<file path="src/rtl/perceptron_trainer.sv">
// Online perceptron trainer: serial dot product over binary features and a
// saturating learning-rule update, with a combinational weight read port.
module perceptron_trainer #(
  parameter int N_IN  = 8,
  parameter int W_W   = 8,
  parameter int LR    = 1,
  parameter int CNT_W = 16
) (
  input  logic                         clk,
  input  logic                         rst,
  input  logic                         sample_valid,
  output logic                         sample_ready,
  input  logic [N_IN-1:0]              sample_x,
  input  logic                         sample_label,
  input  logic                         train_en,
  output logic                         result_valid,
  output logic                         pred,
  output logic                         mismatch,
  output logic [CNT_W-1:0]             err_count,
  input  logic [$clog2(N_IN+1)-1:0]    w_rd_idx,
  output logic [W_W-1:0]               w_rd_data
);

  localparam int IDX_W = $clog2(N_IN + 1);
  localparam int ACC_W = W_W + $clog2(N_IN + 2);
  localparam logic [IDX_W-1:0]     LAST_IDX = IDX_W'(N_IN);
  localparam logic signed [W_W-1:0] W_MAX   = {1'b0, {(W_W-1){1'b1}}};
  localparam logic signed [W_W-1:0] W_MIN   = {1'b1, {(W_W-1){1'b0}}};
  localparam logic [W_W:0]          LR_EXT  = (W_W+1)'(LR);

  typedef enum logic [1:0] {IDLE, ACC, DECIDE, UPDATE} state_t;

  state_t                  state, next_state;
  logic [IDX_W-1:0]        k;
  logic                    last_k;
  logic [N_IN:0]           x_ext;     // bit k holds feature k-1; bit 0 is the bias slot
  logic                    label_q;
  logic                    train_q;
  logic signed [W_W-1:0]   w [0:N_IN];
  logic signed [ACC_W-1:0] acc, acc_next;
  logic [W_W:0]            upd_wide;
  logic signed [W_W-1:0]   upd_sat;

  assign last_k       = (k == LAST_IDX);
  assign sample_ready = (state == IDLE);
  assign result_valid = (state == DECIDE);

  always_ff @(posedge clk) begin
    if (rst) state <= IDLE;
    else     state <= next_state;
  end

  // NOTE: every combinational output gets a default first so no path leaves it unassigned (no latch).
  always_comb begin
    next_state = state;
    unique case (state)
      IDLE:    if (sample_valid) next_state = ACC;
      ACC:     if (last_k)       next_state = DECIDE;
      DECIDE:  next_state = (train_q && mismatch) ? UPDATE : IDLE;
      UPDATE:  if (last_k)       next_state = IDLE;
      default: next_state = IDLE;
    endcase
  end

  always_comb begin
    acc_next = acc;
    if (k == '0)      acc_next = ACC_W'(w[0]);
    else if (x_ext[k]) acc_next = acc + ACC_W'(w[k]);
  end

  // One extra bit catches overflow of the +/-LR step before clamping.
  always_comb begin
    upd_wide = label_q ? ({w[k][W_W-1], w[k]} + LR_EXT)
                       : ({w[k][W_W-1], w[k]} - LR_EXT);
    upd_sat  = upd_wide[W_W-1:0];
    if (upd_wide[W_W] != upd_wide[W_W-1]) upd_sat = upd_wide[W_W] ? W_MIN : W_MAX;
  end

  // NOTE: sequential state uses non-blocking assignments only, so every register samples pre-edge values.
  always_ff @(posedge clk) begin
    if (rst) begin
      // NOTE: the weight array is a register file that must read zero after reset, so it is cleared here.
      for (int i = 0; i <= N_IN; i++) w[i] <= '0;
      acc       <= '0;
      k         <= '0;
      x_ext     <= '0;
      label_q   <= 1'b0;
      train_q   <= 1'b0;
      pred      <= 1'b0;
      mismatch  <= 1'b0;
      err_count <= '0;
    end else begin
      k <= ((state == ACC || state == UPDATE) && !last_k) ? k + 1'b1 : '0;
      unique case (state)
        IDLE: begin
          if (sample_valid) begin
            x_ext   <= {sample_x, 1'b0};
            label_q <= sample_label;
            train_q <= train_en;
          end
        end
        ACC: begin
          acc <= acc_next;
          if (last_k) begin
            pred     <= !acc_next[ACC_W-1];
            mismatch <= (!acc_next[ACC_W-1]) != label_q;
          end
        end
        DECIDE: begin
          if (mismatch && err_count != '1) err_count <= err_count + 1'b1;
        end
        UPDATE: begin
          if (k == '0 || x_ext[k]) w[k] <= upd_sat;
        end
        default: ;
      endcase
    end
  end

  always_comb begin
    w_rd_data = '0;
    if (w_rd_idx <= LAST_IDX) w_rd_data = w[w_rd_idx];
  end

endmodule

</file>
<file path="config.mk">
export PLATFORM = sky130hd
export DESIGN_NAME = perceptron_trainer
export DESIGN_NICKNAME = d
export VERILOG_FILES = /design/src/rtl/perceptron_trainer.sv
export SDC_FILE = /design/constraint.sdc
export NUM_CORES = 1
export LEC_CHECK = 0
export BUFFER_PORTS_ARGS = -buffer_cell sky130_fd_sc_hd__buf_2
export CORE_MARGIN = 5
export CORE_UTILIZATION = 65
export CTS_CLUSTER_DIAMETER = 150
export DETAILED_ROUTE_END_ITERATION = 8
export PLACE_DENSITY = 0.94
export SLEW_MARGIN = 15
export SYNTH_ARGS = -nofsm -noshare
export SYNTH_HDL_FRONTEND = slang
export SYNTH_SLANG_ARGS = --single-unit
</file>
<file path="constraint.sdc">
create_clock -name clk -period 9.9 [get_ports clk]
set_clock_uncertainty 0.15 [all_clocks]
set_input_delay 0 -clock clk [delete_from_list [all_inputs] [get_ports clk]]
set_output_delay 0 -clock clk [all_outputs]
set_load 0.02 [all_outputs]
</file>
; Word-level counts from Yosys, hierarchy flattened
; Memory sizes are Yosys's and may differ from the RTL's. A register that Yosys moved wholly into a read port is not among the register bits.
; Cells that the tools add are included.
[totals]
reg_bits = 46
latchBits = 0
ram_bits = 72
word_cells = 69
mem_count = 1
romBits = 0
in_bits = 17
out_inout_bits = 28
[memory_table]
columns = memory, words, width, rd, rd_clocked_by_memory_dff, write_ports, line_no
row1 = w, 9, 8, 3, 1, 9, 39  ; logic signed [W_W-1:0] w [0:N_IN];
[classes]
add_sub_neg = 5
multipliers = 0
n_div = 0
n_mux = 23
eq_ne = 10
bitwise = 1
magnitude_cmp = 2
n_reduce_logical = 17
shifts = 0
[ops]
columns = op, count
row1 = 8-bit two-way mux, 4
row2 = 12-bit two-way mux, 2
row3 = 16-bit by 1-bit adder with 16-bit output (second input constant), 1
row4 = 16-bit inequality test (second input constant), 1
row5 = 12-bit by 8-bit adder with 12-bit output, 1
row6 = 8-bit by 2-bit adder with 9-bit output (second input constant), 1
row7 = 9-bit two-way mux, 1
row8 = 8-bit by 2-bit subtractor with 9-bit output (second input constant), 1
row9 = 1-bit two-way mux, 8
row10 = 2-bit two-way mux, 4
row11 = 4-bit two-way mux, 2
row12 = 2-bit case mux with 4 select lines, 1
row13 = 2-bit AND reduction, 4
row14 = 8-bit OR reduction, 1
row15 = 2-bit inequality test (second input constant), 3
row16 = 4-bit by 5-bit less-than comparator with 1-bit output (second input constant), 1
row17 = 4-bit by 1-bit adder with 4-bit output (second input constant), 1
row18 = 1-bit binary-select mux with 4-bit select, 1
row19 = 2-bit equality test (second input constant), 2
row20 = 4-bit equality test (second input constant), 1
row21 = 4-bit less-or-equal comparator (second input constant), 1
row22 = 4-bit zero test, 1
row23 = 1-bit logical AND, 3
row24 = 3-bit AND reduction, 1
row25 = other kinds (8), 11

; Depth between registers and ports, before layout
[logic_depth]
ltp_word = 9
ltp_mapped = 16
mapped_depth_nobuf = 14

; Worst setup path before layout
; Ideal clock, no wire load.
[synth_path]
path_type = register to register
start = reg k[0]
end = mem w[10][0], data pin
arrival_time_ns = 4.551
path_slack_ns = 4.913
n_path_buf = 3
required_ns = 9.464
path_stages_with_launch = 16
setup_ns = 0.286
period_less_slack_ns = 4.987
path_cell_list = dfxtp_1 buf_6 buf_2 buf_1 mux4_2 mux4_2 fa_1 a21o_1 a21oi_1 o21bai_1 a21oi_1 nand2_1 mux2i_1 a21boi_4 a21oi_2 inv_1
[synth_lines]
columns = element, line_no
row1 = "start, declared", 34  ; logic [IDX_W-1:0] k;
row2 = "start signal, assigned", 93  ; k <= ((state == ACC || state == UPDATE) && !last_k) ? k + 1'b1 : '0;
row3 = "end, declared", 39

==> run metrics <==
Worst Path Max Fanout 20; overall power 1.80 mW; wire per inst 23.2 µm; status finished, final reports clean; router iterations before antenna repair 6; Mapped Cells 758; syn_area_per_cell 11.7 µm²; post-placement worst setup slack 4510 ps; Post-synth EDFFs 128; fill count 769; pin count of the biggest net entering global routing 55; CTS tree yes; WP data required 9880 ps; clk_lat worst skew 450 ps; Period minus WS final 5700 ps; Reg clk slew, reported paths 80 ps; Worst slew margin 29.6%; register area share after synthesis 53.6%; Seq cells post-synth 174; IO buf count 44; Synthesis Warnings 0; num rows 42; Period Utilization, post-route 57.5%; Global Route Usage Sum 30.8%; CP Buf/Inv Count 2; nets 886; Final setup viols 0; top post-synthesis cells by area edfxtp_1 43%, mux4_2 12%, dfxtp_1 10%; root buffer cell clkbuf_16; Multi-input gate area 0.00398 mm²; Util after Layout 76.1%; unrepaired setup endpoints after global routing false; mapped cell area 0.00890 mm²; Crit. End Element flop; routed vias 6858; die width 127 µm; async set-reset flop share out of synthesis 0%; via density per instance 6.63; Yosys cell types 61; Critical Path Max Stage Delay 1020 ps; Routed Antenna Nets 0; Crit path max-delay family compound AO/OA/AOI/OAI gates; drt initial violations 1031; share of layout cells above drive strength 1 18.1%; H-tree levels 4; vias in the first global route 6835; CORE AREA 0.0133 mm²; gr ovfl total 0; area added between synthesis and finish 14.1%; Num CTS Buffers 17; WS Path Type flop to flop; top cell type's share of synthesized area 43.2%; initial antenna violation count 1; # DRC 0; Final Slew Violations 0; Die Span Y 127 µm; Routed WL 24000 µm; first-pass GRT wire length 37800 µm; Die ar. 0.0161 mm²; fmax 176 MHz; Hold Path Class input port to flop; total I/O pin count 45; Min Hold Slack 266 ps; Power Dens Cells 177 mW/mm²; clk buf depth 2; Sink Count 174; crit start category flop; Initial Util 66.6%; setup TNS 0 ps; Hold Vio Cnt, Final 0; Least-Margin Pin Slew 1050 ps; post-route setup slack 4200 ps; post-detail-place hpwl 14700 µm; worst path cell trace buf_4 -> mux4_2 -> a22oi_1 -> nand2_1 -> fa_1 -> a21o_1 -> a21oi_1 -> o21bai_1 -> a21oi_1 -> nand2_1 -> mux2i_1 -> a21boi_4 -> a21oi_2 -> inv_1; Seq. cell area 0.00477 mm²; Primary FF master, synth edfxtp_1; Peak VDD IR 0.152 mV; GPL Wtd Cong 0.959; crit path DAT 5680 ps; Crit-path slowest cell dfxtp_1; post-synth top area cell edfxtp_1; Static Leak 3.84 nW; # Max-Cap Violations 0
[report_power, final]
group	switching (mW)	internal, mW
Combinational	0.173	0.0959
Clock	0.324	0.334
Sequential	0.0239	0.845
Total	0.521	1.28
[cell usage after synthesis, drive strengths merged, types with 8 or more instances]
master  instances
o22ai          19
nor2          123
mux4           47
xnor2          15
nor3           11
nand2b         30
dfxtp          46
o21ai          13
clkbuf         23
mux2            8
inv            29
nand2          62
a21oi          57
buf            14
nand3          12
ha             23
xor2           12
edfxtp        128
[tightest hold or removal path: stages]
cell and delay, ps:
dlygate4sd3_1 530, buf_2 120, nand2_1 70, a21oi_1 80
[metal layers]
| metal | part of all wire [%] | track usage (%) | vias up |
|---|---|---|---|
| met3 | 10 | 7.26 | 131 |
| met1 | 34 | 36.6 | 3264 |
| met4 | 6.4 | 19.4 | 0 |
| met5 | 0 | 0 | - |
| li1 | - | - | 2926 |
| met2 | 49 | 50.8 | 537 |
[layout by cell type (no fill, tap or decap), types with 4 or more instances in the layout]
cell           count
a21oi_1           51
edfxtp_1         128
o22ai_1           19
a21oi_2            6
inv_8              4
dfxtp_1           45
dlygate4sd3_1     26
nand2_1           62
o21ai_0           12
buf_2             44
xor2_1            12
ha_1              23
or2_2              6
conb_1            32
nand4_1            5
or3_1              7
a21o_1             7
xnor2_1           15
mux2i_1            4
mux4_2            47
and2_1             6
inv_1             29
nand2b_1          30
nor2_1           123
a22oi_1            6
a311oi_1           4
mux2_2             8
clkbuf_16         17
nand3_1           12
nor3_1            11
[final cells by class]
cell class	count	share of cell area, %
Multi-Input combinational cell	549	39.2
Antenna cell	1	0.0246
Clock inverter	15	1.45
Timing Repair Buffer	73	4.95
Sequential cell	174	46.9
Clock buffer	17	4.19
Tap cell	176	2.17
Inverter	29	1.07
[metrics by stage]
stage / cells / instance area, µm²
final: 1034 / 10200
after global placement: 975 / 9310
after CTS: 1033 / 10100
after detailed placement: 975 / 9310
after floorplan: 789 / 9010
after global routing: 1034 / 10200
[sequential cells by signal (all words and copies together) (netlist names)]
name	cells
k	4
mismatch	1
acc	12
err_count	16
state	2
w	128
pred	1
label_q	1
x_ext	8
train_q	1
[what timing repair did]
action / 4_1_cts / 5_1_grt
endpoints found under the hold margin: 20 / 0
gates resized for setup: 0 / 0
hold buffers: 26 / 0
buffers inserted: 0 / 0
[logic make-up (layout without fill, tap and decap cells)]
| kind of cell | Yosys count | count (layout) | share of synthesized area, % |
|---|---|---|---|
| mux | 59 | 59 | 13.4 |
| flops | 174 | 174 | 53.6 |
| xor+xnor | 27 | 27 | 2.66 |
| compound gates | 131 | 131 | 9.73 |
| buf+inv | 66 | 134 | 3.05 |
| simple gates | 275 | 275 | 13.9 |
| other cells | 1 | 33 | 0.0422 |
| fa+ha+maj | 25 | 25 | 3.69 |
[path summary, 6_finish.rpt]
check | startpoint | end | slack, ps | depth (start not counted)
worst max-delay path | k[1] | w[10][5] | 4200 | 14
worst min-delay path | sample_x[7] | x_ext[8] | 270 | 4
worst max register to register | k[1] | w[10][5] | 4200 | 14
worst min register to register | acc[11] | acc[11] | 320 | 2
(Power assumes the default switching activity.)
